===== config.mk =====
export PLATFORM = sky130hd
export DESIGN_NAME = class_score_accumulator
export DESIGN_NICKNAME = d
export VERILOG_FILES = /design/src/rtl/class_score_accumulator_pkg.sv /design/src/rtl/class_score_accumulator_sat_mac_lane.sv /design/src/rtl/class_score_accumulator.sv
export SDC_FILE = /design/constraint.sdc
export NUM_CORES = 2
export LEC_CHECK = 0
export ABC_AREA = 1
export CAP_MARGIN = 40
export CORE_MARGIN = 3
export CORE_UTILIZATION = 58
export DETAILED_ROUTE_END_ITERATION = 10
export PLACE_DENSITY = 0.86
export SYNTH_ARGS = -nofsm -noshare
export SYNTH_HDL_FRONTEND = slang
export SYNTH_SLANG_ARGS = --single-unit

===== constraint.sdc =====
create_clock -name clk -period 6.6 [get_ports clk]
set_input_delay 1.32 -clock clk [delete_from_list [all_inputs] [get_ports clk]]
set_output_delay 1.32 -clock clk [all_outputs]
set_load 0.02 [all_outputs]

===== src/rtl/class_score_accumulator_pkg.sv =====
// Shared definitions for the output-layer score accumulator and the argmax stage
// that consumes its packed score bus.
package class_score_accumulator_pkg;

  localparam int NUM_CLASSES      = 10;
  localparam int NUM_SIZE_DEFAULT = 26;

  typedef enum logic [1:0] {
    ST_IDLE  = 2'd0,
    ST_ACCUM = 2'd1,
    ST_DONE  = 2'd2
  } state_e;

endpackage


===== src/rtl/class_score_accumulator_sat_mac_lane.sv =====
// One class lane: signed multiply, sign-extended saturating accumulate, and a
// per-beat saturation indication.
module class_score_accumulator_sat_mac_lane
  import class_score_accumulator_pkg::*;
#(
  parameter int NUM_SIZE = NUM_SIZE_DEFAULT,
  parameter int ACT_W    = 10,
  parameter int WT_W     = 10
) (
  input  logic                       clk,
  input  logic                       rst_i,
  input  logic                       clear_i,
  input  logic                       beat_i,
  input  logic signed [NUM_SIZE-1:0] init_i,
  input  logic signed [ACT_W-1:0]    act_i,
  input  logic signed [WT_W-1:0]     wt_i,
  output logic signed [NUM_SIZE-1:0] acc_o,
  output logic                       sat_o
);

  localparam int PROD_W = ACT_W + WT_W;
  localparam int SUM_W  = NUM_SIZE + 1;
  localparam logic signed [NUM_SIZE-1:0] ACC_MAX = {1'b0, {(NUM_SIZE-1){1'b1}}};
  localparam logic signed [NUM_SIZE-1:0] ACC_MIN = {1'b1, {(NUM_SIZE-1){1'b0}}};

  logic signed [PROD_W-1:0]   prod;
  logic signed [SUM_W-1:0]    prod_ext;
  logic signed [SUM_W-1:0]    sum;
  logic signed [NUM_SIZE-1:0] acc_q, acc_d;

  assign prod     = act_i * wt_i;
  assign prod_ext = SUM_W'(prod);
  assign sum      = SUM_W'(acc_q) + prod_ext;

  // The two top bits of the widened sum disagree exactly when the result left
  // the NUM_SIZE range; the extra sign bit tells which rail to clamp to.
  always_comb begin
    // NOTE: every always_comb output gets a default first so no path infers a latch.
    acc_d = acc_q;
    sat_o = 1'b0;
    if (clear_i) begin
      acc_d = init_i;
    end else if (beat_i) begin
      if (sum[SUM_W-1] != sum[SUM_W-2]) begin
        sat_o = 1'b1;
        acc_d = sum[SUM_W-1] ? ACC_MIN : ACC_MAX;
      end else begin
        acc_d = sum[NUM_SIZE-1:0];
      end
    end
  end

  always_ff @(posedge clk) begin
    // NOTE: sequential state uses non-blocking assignments only.
    if (rst_i) acc_q <= '0;
    else       acc_q <= acc_d;
  end

  assign acc_o = acc_q;

endmodule


===== src/rtl/class_score_accumulator.sv =====
// Output-layer MAC stage feeding the 10-way argmax. Optional build macro
// SCORE_BIAS_EN adds a bias port whose values preload the accumulators at start.
module class_score_accumulator
  import class_score_accumulator_pkg::*;
#(
  parameter int NUM_SIZE   = NUM_SIZE_DEFAULT,
  parameter int ACT_W      = 10,
  parameter int WT_W       = 10,
  parameter int NUM_INPUTS = 64
) (
  input  logic                            clk,
  input  logic                            GlobalReset,
  input  logic                            start,
  input  logic                            in_valid,
  output logic                            in_ready,
  input  logic signed [ACT_W-1:0]         act,
  input  logic [NUM_CLASSES*WT_W-1:0]     weights,
  output logic                            out_valid,
  input  logic                            out_ready,
  output logic [NUM_CLASSES*NUM_SIZE-1:0] Num,
  output logic                            sat_flag
`ifdef SCORE_BIAS_EN
  ,
  input  logic [NUM_CLASSES*NUM_SIZE-1:0] bias
`endif
);

  localparam int CNT_W = $clog2(NUM_INPUTS + 1);
  localparam logic [CNT_W-1:0] LAST_BEAT = CNT_W'(NUM_INPUTS - 1);

  state_e           state_q;
  logic [CNT_W-1:0] cnt_q;
  logic             in_ready_q;
  logic             out_valid_q;
  logic             sat_q;

  logic                       beat;
  logic                       clear;
  logic [NUM_CLASSES-1:0]     lane_sat;
  logic signed [NUM_SIZE-1:0] lane_acc  [NUM_CLASSES];
  logic signed [NUM_SIZE-1:0] lane_init [NUM_CLASSES];

  // in_ready_q is high exactly while in ACCUM, so it doubles as the beat gate.
  assign beat  = in_valid && in_ready_q;
  assign clear = (state_q == ST_IDLE) && start;

  for (genvar k = 0; k < NUM_CLASSES; k++) begin : g_lane
`ifdef SCORE_BIAS_EN
    assign lane_init[k] = bias[NUM_SIZE*k +: NUM_SIZE];
`else
    assign lane_init[k] = '0;
`endif

    class_score_accumulator_sat_mac_lane #(
      .NUM_SIZE (NUM_SIZE),
      .ACT_W    (ACT_W),
      .WT_W     (WT_W)
    ) u_lane (
      .clk     (clk),
      .rst_i   (GlobalReset),
      .clear_i (clear),
      .beat_i  (beat),
      .init_i  (lane_init[k]),
      .act_i   (act),
      .wt_i    (weights[WT_W*k +: WT_W]),
      .acc_o   (lane_acc[k]),
      .sat_o   (lane_sat[k])
    );

    assign Num[NUM_SIZE*k +: NUM_SIZE] = lane_acc[k];
  end

  always_ff @(posedge clk) begin
    if (GlobalReset) begin
      state_q     <= ST_IDLE;
      cnt_q       <= '0;
      in_ready_q  <= 1'b0;
      out_valid_q <= 1'b0;
      sat_q       <= 1'b0;
    end else begin
      case (state_q)
        ST_IDLE: begin
          if (start) begin
            state_q    <= ST_ACCUM;
            cnt_q      <= '0;
            sat_q      <= 1'b0;
            in_ready_q <= 1'b1;
          end
        end
        ST_ACCUM: begin
          if (in_valid) begin
            cnt_q <= cnt_q + 1'b1;
            if (|lane_sat) sat_q <= 1'b1;
            if (cnt_q == LAST_BEAT) begin
              state_q     <= ST_DONE;
              in_ready_q  <= 1'b0;
              out_valid_q <= 1'b1;
            end
          end
        end
        ST_DONE: begin
          if (out_ready) begin
            state_q     <= ST_IDLE;
            out_valid_q <= 1'b0;
          end
        end
        default: begin
          state_q     <= ST_IDLE;
          in_ready_q  <= 1'b0;
          out_valid_q <= 1'b0;
        end
      endcase
    end
  end

  assign in_ready  = in_ready_q;
  assign out_valid = out_valid_q;
  assign sat_flag  = sat_q;

endmodule


==> reports/metrics.yaml <==
route:
  drt_iter0_drc: 4859
  antenna_left: 0
  drc: 0
  via_count: 63346
  drt_wl_total_um: 212000
  drt-wirelength-per-cell_um: 17.7
  vias_per_cell: 5.29
  dr.pass1.iters: 6
clock_network:
  cts_hold_buf: 0
  root_buffer: "clkbuf_16"
  clk_path_buf_depth: 3
  h-tree-depth: 2
  clock_sinks: 272
  cts_tree: "done"
  clk_latency_ps: 640
  cts_buffers: 41
  clkTransAtPathRegs_ps: 60
setup_path:
  crit_top_cell: "nand2_1"
  crit_fanout: 7
  worst-setup-path-type: "input port to register"
  worst_ep_arrival_time_ps: 6980
  end_kind: "register"
  r2r_setup_slack_ps: 1810
  crit_slowest_cell: "fa_1"
  required_ps: 7090
  critPathLaunchType: "input port"
  slowest_delay_ps: 530
floorplanning:
  die-height_um: 353
  design.die.area_um2: 125000
  core_um2: 119000
  start_util_pct: 58.8
  ioPinCount: 378
  rows: 126
  die_x_um: 353
yosys:
  ys_async_sr_fraction_pct: 0
  postSynthAreaPerCell_um2: 7.62
  synth.most_common_cell: "inv_1"
  synth_area_leaders: "fa_1 38%, inv_1 15%, ha_1 13%"
  synthCells: 9155
  yosys.area.top_type: "fa_1"
  ys_ff_latch: 272
  yosysWarnings: 0
  syn_area_um2: 69800
  syn_nets: 11301
  synth_edf_count: 0
  synth_commonest_cells: "2722 x inv_1, 2109 x nand2_1, 1330 x fa_1"
  yosys.area.top_type_share_pct: 38.2
  yosysSeqAreaShare_pct: 7.80
  synth_cell_types: 50
  ys.flop_type: "dfxtp_1"
global_routing:
  grt_overflow_total: 0
  grt_util_all_layers_pct: 34.0
  grt_max_degree: 107
  antenna_found_initial: 15
  first_global_vias: 67803
  grt_pass1_wl_um: 342000
finish:
  area_growth_pct: 22.1
  drive_gt1_share_pct: 13.3
  final_nets: 12482
  fillers: 8532
sta:
  setup_viol: 0
  max_slew_margin_pct: 44.7
  setup_ws_ps: 106
  skew_ps: 26.3
  maxSlewViolCount: 0
  grt_setup_unrepaired: "yes"
  fin_crit_ps: 6490
  fmax_ghz: 0.154
  period_share_pct: 98.4
  worstMarginPinSlew_ps: 830
  final_hold_viol_count: 0
worst_hold_path:
  min_path_type: "register to register"
placement:
  hpwlAfterDp_um: 175000
  preCtsSetupSlack_ps: -1130
  gp_congestion: 0.986
  port-buffer-count: 377
job:
  drv_cap: 0
outcome:
  status: "finished, final reports clean"
==> metrics by stage <==
stage / util [%] / area, um^2 / cells / hold slack [ps] / TNS (ps)
floorplan: - / 69800 / 9155 / 444 / 0
global placement: 69.7 / 82700 / 11868 / 456 / -78300
detailed placement: 69.8 / 82800 / 11871 / 456 / -108010
CTS: 71.0 / 84300 / 11946 / 478 / 0
global route: 71.8 / 85200 / 11974 / 515 / -582
finish: 71.8 / 85200 / 11978 / 475 / 0
==> critical path: cells and delay by family <==
| family | cells | cell delay [ps] |
|---|---|---|
| AO/OA/AOI/OAI | 2 | 190 |
| adder cells (fa/ha/maj) | 6 | 2930 |
| buffers and inverters | 9 | 1130 |
| AND/OR/NAND/NOR | 14 | 1390 |
==> cell usage in the layout (no fill, tap or decap), drive strengths merged, types with 98 or more instances in the layout <==
cell	count
a21oi	455
o21ai	327
buf	1068
clkdlybuf4s50	350
dfxtp	272
inv	2739
nand2	2134
xnor2	98
fa	1330
xor2	108
nand3	143
ha	701
nor2	329
==> final cells by class <==
type | count | area (um^2) | area share, %
multi-input combinational | 5837 | 53400 | 62.6
timing repair buffer | 1437 | 12600 | 14.7
clock buffer | 51 | 1180 | 1.38
inverter | 2747 | 10300 | 12.1
sequential | 272 | 5450 | 6.39
tap | 1600 | 2000 | 2.35
antenna | 10 | 25.0 | 0.0294
clock inverter | 24 | 300 | 0.352
==> flip-flops by register name (all words and copies together) (netlist names) <==
name / cells
cnt_q: 7
in_ready: 1
state_q: 2
out_valid: 1
g_lane.u_lane.acc_o: 260
sat_flag: 1
==> routing by layer <==
layer	GRT usage, %	vias to the layer above	routed length [um]
li1	-	28995	-
met1	42.8	30694	81600
met2	56.2	2955	99300
met3	6.83	696	19700
met4	16.4	6	11700
met5	0	-	39
==> timing repair <==
action	4_1_cts	5_1_grt
pin swaps	1	27
endpoints found under the setup margin	1	236
gates cloned	0	2
resized for setup	17	175
setup buffers	0	20
==> logic make-up after synthesis <==
| logic type | count (synthesis) | synth area share (%) |
|---|---|---|
| compound gates | 910 | 7.10 |
| flops | 272 | 7.80 |
| xor+xnor | 206 | 2.59 |
| simple gates | 2690 | 15.2 |
| buf+inv | 3046 | 16.6 |
| fa+ha+maj | 2031 | 50.7 |
==> path summary, 6_finish.rpt <==
path         cells after the start         to                 startpoint
max                             31   sat_flag                weights[61]
min                              2  out_valid                  out_valid
max reg2reg                     23   sat_flag  g_lane[1].u_lane.acc_o[9]
min reg2reg                      2  out_valid                  out_valid
Power is left out: the tool's default activity adds up to more than one toggle a clock period on the data nets, which glitch-free logic cannot reach.
